**config.mk**
```make
export PLATFORM = sky130hd
export DESIGN_NAME = alu_op_sequencer
export DESIGN_NICKNAME = d
export VERILOG_FILES = /design/src/rtl/alu_seq_pkg.sv /design/src/rtl/alu_seq_perf.sv /design/src/rtl/alu_op_sequencer.sv
export SDC_FILE = /design/constraint.sdc
export NUM_CORES = 1
export LEC_CHECK = 0
export BUFFER_PORTS_ARGS = -buffer_cell sky130_fd_sc_hd__buf_4
export CAP_MARGIN = 20
export CORE_MARGIN = 3
export CORE_UTILIZATION = 44
export DETAILED_ROUTE_END_ITERATION = 8
export PLACE_DENSITY = 0.8
export REMOVE_ABC_BUFFERS = 1
export SETUP_SLACK_MARGIN = 0.05
export SYNTH_ARGS = -nofsm -noshare
export SYNTH_HDL_FRONTEND = slang
export SYNTH_HIERARCHICAL = 1
export SYNTH_SLANG_ARGS = --single-unit
```
**constraint.sdc**
```tcl
create_clock -name clk -period 1.9 [get_ports clk]
set_clock_uncertainty 0.1 [all_clocks]
set_input_delay 0.38 -clock clk [delete_from_list [all_inputs] [get_ports clk]]
set_output_delay 0.38 -clock clk [all_outputs]
set_load 0.01 [all_outputs]
```
**src/rtl/alu_seq_pkg.sv**
```systemverilog
// Shared definitions for the ALU command sequencer: ALUsel codes, FSM states and
// response flag bit positions.
package alu_seq_pkg;

  localparam logic [3:0] ALU_HOLD = 4'b0000;
  localparam logic [3:0] ALU_ADD  = 4'b0001;
  localparam logic [3:0] ALU_SUB  = 4'b0010;
  localparam logic [3:0] ALU_AND  = 4'b0101;
  localparam logic [3:0] ALU_OR   = 4'b0110;
  localparam logic [3:0] ALU_NOT  = 4'b0111;
  localparam logic [3:0] ALU_XOR  = 4'b1000;
  localparam logic [3:0] ALU_SHL1 = 4'b1001;
  localparam logic [3:0] ALU_PASS = 4'b1011;
  localparam logic [3:0] OP_SHLN  = 4'b1010;

  localparam int FLAGS_W    = 3;
  localparam int FLAG_OVF   = 2;
  localparam int FLAG_EQ    = 1;
  localparam int FLAG_CARRY = 0;

  typedef enum logic [1:0] {
    IDLE  = 2'd0,
    EXEC  = 2'd1,
    SHIFT = 2'd2,
    RESP  = 2'd3
  } seq_state_e;

  // Opcodes the ALU executes directly in one pass.
  function automatic logic is_single_op(input logic [3:0] op);
    return (op == ALU_ADD) || (op == ALU_SUB) || (op == ALU_AND) ||
           (op == ALU_OR)  || (op == ALU_NOT) || (op == ALU_XOR) ||
           (op == ALU_SHL1) || (op == ALU_PASS);
  endfunction

endpackage

```
**src/rtl/alu_seq_perf.sv**
```systemverilog
// Performance counters for alu_op_sequencer; instantiated only when
// ALU_OP_SEQUENCER_PERF_EN is defined. All counters wrap.
module alu_seq_perf (
  input  logic        clk,
  input  logic        rst_n,
  input  logic        i_rsp_done,
  input  logic        i_busy,
  input  logic        i_err_done,
  output logic [31:0] o_perf_cmds,
  output logic [31:0] o_perf_busy,
  output logic [15:0] o_perf_err
);

  logic [31:0] r_cmds;
  logic [31:0] r_busy;
  logic [15:0] r_err;

  always_ff @(posedge clk or negedge rst_n) begin
    if (!rst_n) begin
      r_cmds <= '0;
      r_busy <= '0;
      r_err  <= '0;
    end else begin
      if (i_rsp_done) r_cmds <= r_cmds + 32'd1;
      if (i_busy)     r_busy <= r_busy + 32'd1;
      if (i_err_done) r_err  <= r_err + 16'd1;
    end
  end

  assign o_perf_cmds = r_cmds;
  assign o_perf_busy = r_busy;
  assign o_perf_err  = r_err;

endmodule

```
**src/rtl/alu_op_sequencer.sv**
```systemverilog
// Command-side master for the 32-bit ALU: single-pass ops, sequenced variable left
// shift and a valid/ready response channel. Optional counters: ALU_OP_SEQUENCER_PERF_EN.
module alu_op_sequencer
  import alu_seq_pkg::*;
#(
  parameter int WIDTH   = 32,
  parameter int SHAMT_W = 5
) (
  input  logic               clk,
  input  logic               rst_n,
  input  logic               cmd_valid,
  output logic               cmd_ready,
  input  logic [3:0]         cmd_op,
  input  logic [WIDTH-1:0]   cmd_a,
  input  logic [WIDTH-1:0]   cmd_b,
  input  logic [SHAMT_W-1:0] cmd_shamt,
  output logic [WIDTH-1:0]   alu_a,
  output logic [WIDTH-1:0]   alu_b,
  output logic [3:0]         alu_sel,
  input  logic [WIDTH-1:0]   alu_result,
  input  logic               alu_overflow,
  input  logic               alu_equal,
  input  logic               alu_carry,
  output logic               rsp_valid,
  input  logic               rsp_ready,
  output logic [WIDTH-1:0]   rsp_result,
  output logic [FLAGS_W-1:0] rsp_flags,
  output logic               rsp_err
`ifdef ALU_OP_SEQUENCER_PERF_EN
  ,
  output logic [31:0]        perf_cmds,
  output logic [31:0]        perf_busy,
  output logic [15:0]        perf_err
`endif
);

  seq_state_e         r_state;
  seq_state_e         w_state_nxt;
  logic [3:0]         r_op;
  logic [WIDTH-1:0]   r_acc;  // latched A, reused as the shift accumulator
  logic [WIDTH-1:0]   r_b;
  logic [SHAMT_W-1:0] r_cnt;
  logic [WIDTH-1:0]   r_rsp_result;
  logic [FLAGS_W-1:0] r_rsp_flags;
  logic               r_rsp_err;

  logic               w_accept;
  logic               w_is_shln;
  logic               w_illegal;
  logic               w_last_shift;
  logic [FLAGS_W-1:0] w_alu_flags;

  assign cmd_ready    = rst_n && (r_state == IDLE);
  assign rsp_valid    = (r_state == RESP);
  assign rsp_result   = r_rsp_result;
  assign rsp_flags    = r_rsp_flags;
  assign rsp_err      = r_rsp_err;

  assign w_accept     = cmd_valid && cmd_ready;
  assign w_is_shln    = (cmd_op == OP_SHLN);
  assign w_illegal    = !is_single_op(cmd_op) && !w_is_shln;
  assign w_last_shift = (r_cnt == SHAMT_W'(1));

  always_comb begin
    w_alu_flags             = '0;
    w_alu_flags[FLAG_OVF]   = alu_overflow;
    w_alu_flags[FLAG_EQ]    = alu_equal;
    w_alu_flags[FLAG_CARRY] = alu_carry;
  end

  always_comb begin
    w_state_nxt = r_state;
    alu_a       = '0;
    alu_b       = '0;
    alu_sel     = ALU_HOLD;
    case (r_state)
      IDLE: begin
        if (w_accept) begin
          if (w_illegal)
            w_state_nxt = RESP;
          else if (w_is_shln && (cmd_shamt != '0))
            w_state_nxt = SHIFT;
          else
            w_state_nxt = EXEC;
        end
      end
      EXEC: begin
        alu_a       = r_acc;
        alu_b       = r_b;
        alu_sel     = (r_op == OP_SHLN) ? ALU_PASS : r_op;
        w_state_nxt = RESP;
      end
      SHIFT: begin
        alu_a   = r_acc;
        alu_sel = ALU_SHL1;
        if (w_last_shift) w_state_nxt = RESP;
      end
      RESP: begin
        if (rsp_ready) w_state_nxt = IDLE;
      end
      default: w_state_nxt = IDLE;
    endcase
  end

  always_ff @(posedge clk or negedge rst_n) begin
    if (!rst_n) begin
      r_state      <= IDLE;
      r_op         <= ALU_HOLD;
      r_acc        <= '0;
      r_b          <= '0;
      r_cnt        <= '0;
      r_rsp_result <= '0;
      r_rsp_flags  <= '0;
      r_rsp_err    <= 1'b0;
    end else begin
      r_state <= w_state_nxt;
      case (r_state)
        IDLE: begin
          if (w_accept) begin
            r_op      <= cmd_op;
            r_acc     <= cmd_a;
            r_b       <= cmd_b;
            r_cnt     <= cmd_shamt;
            r_rsp_err <= w_illegal;
            // Illegal ops never reach the ALU, so the response is built here.
            if (w_illegal) begin
              r_rsp_result <= '0;
              r_rsp_flags  <= '0;
            end
          end
        end
        EXEC: begin
          r_rsp_result <= alu_result;
          r_rsp_flags  <= w_alu_flags;
        end
        SHIFT: begin
          r_acc <= alu_result;
          r_cnt <= r_cnt - SHAMT_W'(1);
          if (w_last_shift) begin
            r_rsp_result <= alu_result;
            r_rsp_flags  <= w_alu_flags;
          end
        end
        default: ;
      endcase
    end
  end

`ifdef ALU_OP_SEQUENCER_PERF_EN
  logic w_rsp_done;
  logic w_busy;
  logic w_err_done;

  assign w_rsp_done = rsp_valid && rsp_ready;
  assign w_busy     = (r_state == EXEC) || (r_state == SHIFT);
  assign w_err_done = w_rsp_done && r_rsp_err;

  alu_seq_perf u_perf (
    .clk         (clk),
    .rst_n       (rst_n),
    .i_rsp_done  (w_rsp_done),
    .i_busy      (w_busy),
    .i_err_done  (w_err_done),
    .o_perf_cmds (perf_cmds),
    .o_perf_busy (perf_busy),
    .o_perf_err  (perf_err)
  );
`endif

endmodule

```
# Word level (Yosys, flattened, before mapping)
# Cells that the tools add are included.
# Widths: inputs -> output; s select.
[word_totals]
out_inout_bits = 106
elab_cells = 71
input_bits = 112
reg_bits = 111
[op_classes]
reduce_logical = 22
eq_ne = 18
n_addsub = 1
n_mux = 22
[op_table]
columns = ["cell", "n"]
rows = [
  ["$mux 32", 6],
  ["$pmux 32 s3", 1],
  ["$pmux 32 s2", 1],
  ["$eq 4x4->1 const B", 5],
  ["$eq 4x3->1 const B", 3],
  ["$mux 2", 5],
  ["$pmux 5 s2", 1],
  ["$mux 3", 3],
  ["$pmux 3 s3", 1],
  ["$pmux 2 s4", 1],
  ["$pmux 4 s2", 1],
  ["$logic_or 1x1->1", 7],
  ["$ne 2x2->1 const B", 3],
  ["$eq 5x1->1 const B", 1],
  ["$mux 5", 1],
  ["$reduce_bool 5->1", 1],
  ["$sub 5x1->5 const B", 1],
  ["$eq 2x2->1 const B", 2],
  ["$eq 4x1->1 const B", 1],
  ["$eq 4x2->1 const B", 1],
  ["$logic_and 1x1->1", 4],
  ["$mux 4", 1],
  ["$reduce_and 2->1", 2],
  ["$reduce_and 4->1", 1],
  ["other kinds (8)", 9],
]

# Longest topological paths before layout
[depth]
depth_word = 13
ltp_mapped = 9
depth_no_buf = 6

# Least setup slack after synthesis
# No wires, ideal clock.
[synth_timing]
kind = "register to register"
from = "register r_state[0]"
to = "register r_b[10]"
setup_ns = 0.128
path_slack_ns = -0.012
path_stages_with_launch = 8
arrival_time_ns = 1.685
period_less_slack_ns = 1.912
path_buffers = 3
t_required_ns = 1.672
path_cell_list = "dfrtp_1 -> inv_1 -> ha_1 -> buf_6 -> and3_4 -> buf_2 -> buf_2 -> mux2_1"
[synth_between]
elab_chain_cells = 4
[synth_lines]
columns = ["item", "line_no", "source"]
rows = [
  ["start: declaration", "alu_op_sequencer.sv:37", "seq_state_e r_state;"],
  ["start signal: assignment", "alu_op_sequencer.sv:116", "r_state <= w_state_nxt;"],
  ["$logic_not 2->1 (*)", "alu_op_sequencer.sv:53, alu_op_sequencer.sv:117", ""],
  ["$logic_and 1x1->1", "alu_op_sequencer.sv:53", "assign cmd_ready = rst_n && (r_state == IDLE);"],
  ["$logic_and 1x1->1", "alu_op_sequencer.sv:59", "assign w_accept = cmd_valid && cmd_ready;"],
  ["$reduce_and 2->1 (no source line) (*)", "--", ""],
  ["end signal: assignment", "alu_op_sequencer.sv:122", "r_b <= cmd_b;"],
  ["end: declaration", "alu_op_sequencer.sv:41", "logic [WIDTH-1:0] r_b;"],
]
# Every way passes the cells marked *; elsewhere a longest branch is shown, timed or not.
# A chain may end at the register's enable or synchronous reset.

# Worst setup path in the final report
[layout_timing]
from = "register r_state[0]"
to = "output port alu_b[12]"
[layout_between]
elab_chain_cells = 2
[layout_lines]
columns = ["item", "line_no", "source"]
rows = [
  ["$eq 2x1->1", "alu_op_sequencer.sv:76", "case (r_state)"],
  ["$mux 32", "alu_op_sequencer.sv:76", ""],
  ["end: declaration", "alu_op_sequencer.sv:18", "output logic [WIDTH-1:0] alu_b,"],
]
# No other way between the ends.

==> out/metrics.cfg <==
[run_status]
status = complete, but fails checks
violations = negative setup slack

[yosys]
synthXorXnorAreaFrac_pct = 0
synthDistinctLibCells = 41
synth_edf_count = 0
yosys.area.top_type = dfrtp_1
async_flop_share_pct = 100.0
ys_warn_count = 6
synth.most_common_cell = dfrtp_1
yosys.area.top_type_share_pct = 50.28
synth_top_family_by_area = multiplexers
syn_avg_cell_area_um2 = 10.73
ys_seq_area_share_pct = 50.28
syn_area_mm2 = 0.005524
synthAdderAreaFrac_pct = 1.359
synthSimpleGateAreaFrac_pct = 15.06
synth-compound-area-share_pct = 6.138
synthCells = 515
synth.area.top_cells = dfrtp_1 (50%), mux2i_1 (12%), mux2_1 (7.7%)
yosys_most_used_dff = dfrtp_1
ys_ff_latch = 111
synth_commonest_cells = dfrtp_1 (111), mux2i_1 (68), and2_1 (66)
synthMuxAreaShare_pct = 20.07

[clock_network]
clock-sinks = 111
cts_inserted_buffers = 9
htreeDepth = 3
root_buffer = clkbuf_16
clk_latency_ns = 0.34
cts_buffer_depth = 2
path_clk_slew_ns = 0.07
cts_tree = done

[critical_path]
critPathMaxStageDelay_ns = 0.39
critical_path_class = flip-flop to output port
cp_max_fo = 8
required_ns = 1.42
cp.depth = 5
worstPathArrival_ns = 1.55
cpMostUsedCell = buf_6
crit_slowest_cell = dfrtp_1
r2r_cells = 9
end_kind = output port
cp-start-kind = flip-flop
cp_cell_sequence = buf_6, ha_4, clkbuf_16, and2_4, buf_6
path_buf_inv = 3
worst_path_dominant_cell_family = buffers and inverters

[worst_hold_path]
hold_path_class = input pin to async pin

[die]
initial_core_util_pct = 45.42
coreArea_mm2 = 0.01216
ioPinCount = 218
rows = 40
die_w_um = 118.0
die_area_mm2 = 0.01393
fp.dieH_um = 118.0

[timing]
fin_crit_sh_pct = 107.0
fin_tns_setup_ns = -7.621
hold_viol = 0
fin_crit_ns = 2.033
tightest_slew_ns = 0.4582
setup_ws_ns = -0.1333
finalSetupViolations = 82
rsz0062_at_grt = yes
whs_ns = 0.03212
slew_viol_final = 0
fmax_ghz = 0.4918
relSlewSlack_pct = 69.45

[routing]
vias_per_cell = 5.149
routedWlPerCell_um = 19.18
vias = 4830
wl_um = 17990
drt_iter0_drc = 194
ant_nets = 0
drtPass1Iterations = 4
drc_errors = 0

[global_routing]
track_usage_pct = 22.59
grt_pass1_vias = 4848
grt_pass1_wl_um = 25340
grt_overflow = 0
grt_max_degree = 81
antenna_found_initial = 0

[power]
power.leakage_nw = 4.270
powerDensity_mw_per_mm2 = 2040
peakVddDrop_mv = 1.268

[finish]
drive_gt1_share_pct = 46.49
stdcell_count = 938
post-route-util_pct = 72.45
fin_nets = 883
area_delta_synth_final_pct = 59.50
n_antenna_cell = 0
fill_cells = 862

[placement]
hpwl_um = 11080
port_buffers = 217
gp_congestion = 0.8316
dp.cells = 885

[run]
drv_cap = 0

through the flow:
stage | total power (W) | worst slack [ns] | area (um^2)
2_1_floorplan | 0.008478 | -2.817 | 5295
3_3_place_gp | 0.01201 | 0.07979 | 7373
3_5_place_dp | 0.01233 | -0.01659 | 7373
4_1_cts | 0.01643 | -0.1310 | 8204
5_1_grt | 0.01896 | -0.1726 | 8811
6_report | 0.01797 | -0.1333 | 8811
flip-flops by register name (all words and copies together) (netlist names):
register	flops
rsp_err	1
rsp_result	32
r_b	32
r_op	4
r_cnt	5
r_state	2
rsp_flags	3
r_acc	32
area by class of cell:
type	instances	area [um^2]	area share, %
tap	168	210.2	2.386
clock buffer	14	284.0	3.224
multi-input combinational	330	2613	29.65
inverter	42	162.7	1.846
sequential	111	2778	31.53
timing repair buffer	271	2751	31.23
clock inverter	2	12.51	0.1420
what timing repair did:
| item | in CTS | in global routing |
|---|---|---|
| buffers inserted | 14 | 6 |
| pin swaps | 3 | 8 |
| cloned | 7 | 11 |
| endpoints found under the setup margin | 137 | 173 |
| resized for setup | 39 | 112 |
| hold buffers | 2 | 0 |
| hold endpoints to repair | 31 | 0 |
cells by family (layout without fill, tap and decap cells):
logic type	after synthesis	in the layout
DFF	111	111
adders and majority gates	6	6
buffers and inverters	74	329
AOI/OAI and AO/OA	57	57
and+or+nand+nor	161	161
muxes	106	106
where the power goes:
part | switching, W | internal (W) | total (W) | leakage, nW
Combinational | 0.00514 | 0.00672 | 0.0119 | 2.80
Sequential | 0.000725 | 0.00351 | 0.00423 | 1.33
Clock | 0.000851 | 0.00103 | 0.00189 | 0.145
Total | 0.00671 | 0.0113 | 0.0180 | 4.27
routing by layer:
metal  routed length, um  vias up  global-route usage (%)
met1                6998     2351                   27.32
met3                1666       31                   7.593
li1                    -     2192                       -
met4                 403        0                   5.714
met2                8925      256                   38.84
met5                   0        -                       0
layout by cell type (no fill, tap or decap), types with 3 or more instances in the layout:
master / n
buf_4: 175
buf_6: 63
clkbuf_16: 17
and2_1: 21
buf_16: 3
mux2_1: 36
a21oi_1: 37
nand2_1: 39
inv_2: 4
ha_4: 5
dfrtp_1: 111
nor2_1: 38
and2_4: 45
mux2i_1: 67
o21ai_1: 3
nand3_1: 4
buf_12: 17
clkbuf_8: 4
inv_1: 37
worst register-to-register path, delay by kind of cell, from the launching register on:
| family | cells | cell delay (ns) |
|---|---|---|
| DFF | 1 | 0.41 |
| muxes | 1 | 0.21 |
| buffers and inverters | 4 | 0.46 |
| AOI/OAI and AO/OA | 2 | 0.33 |
| adders and majority gates | 1 | 0.14 |
| and+or+nand+nor | 1 | 0.20 |
final timing paths:
path,slack [ns],from,end
min in group clk,0.15,cmd_b[5],r_b[5]
worst max register to register,-0.03,r_state[0],rsp_result[25]
worst min register to register,0.39,r_b[31],r_b[31]
max in group asynchronous,0.91,rst_n,rsp_result[16]
worst min-delay path,0.03,rst_n,r_b[9]
worst max-delay path,-0.13,r_state[0],alu_b[12]
Power figures use the tool's default switching activity.
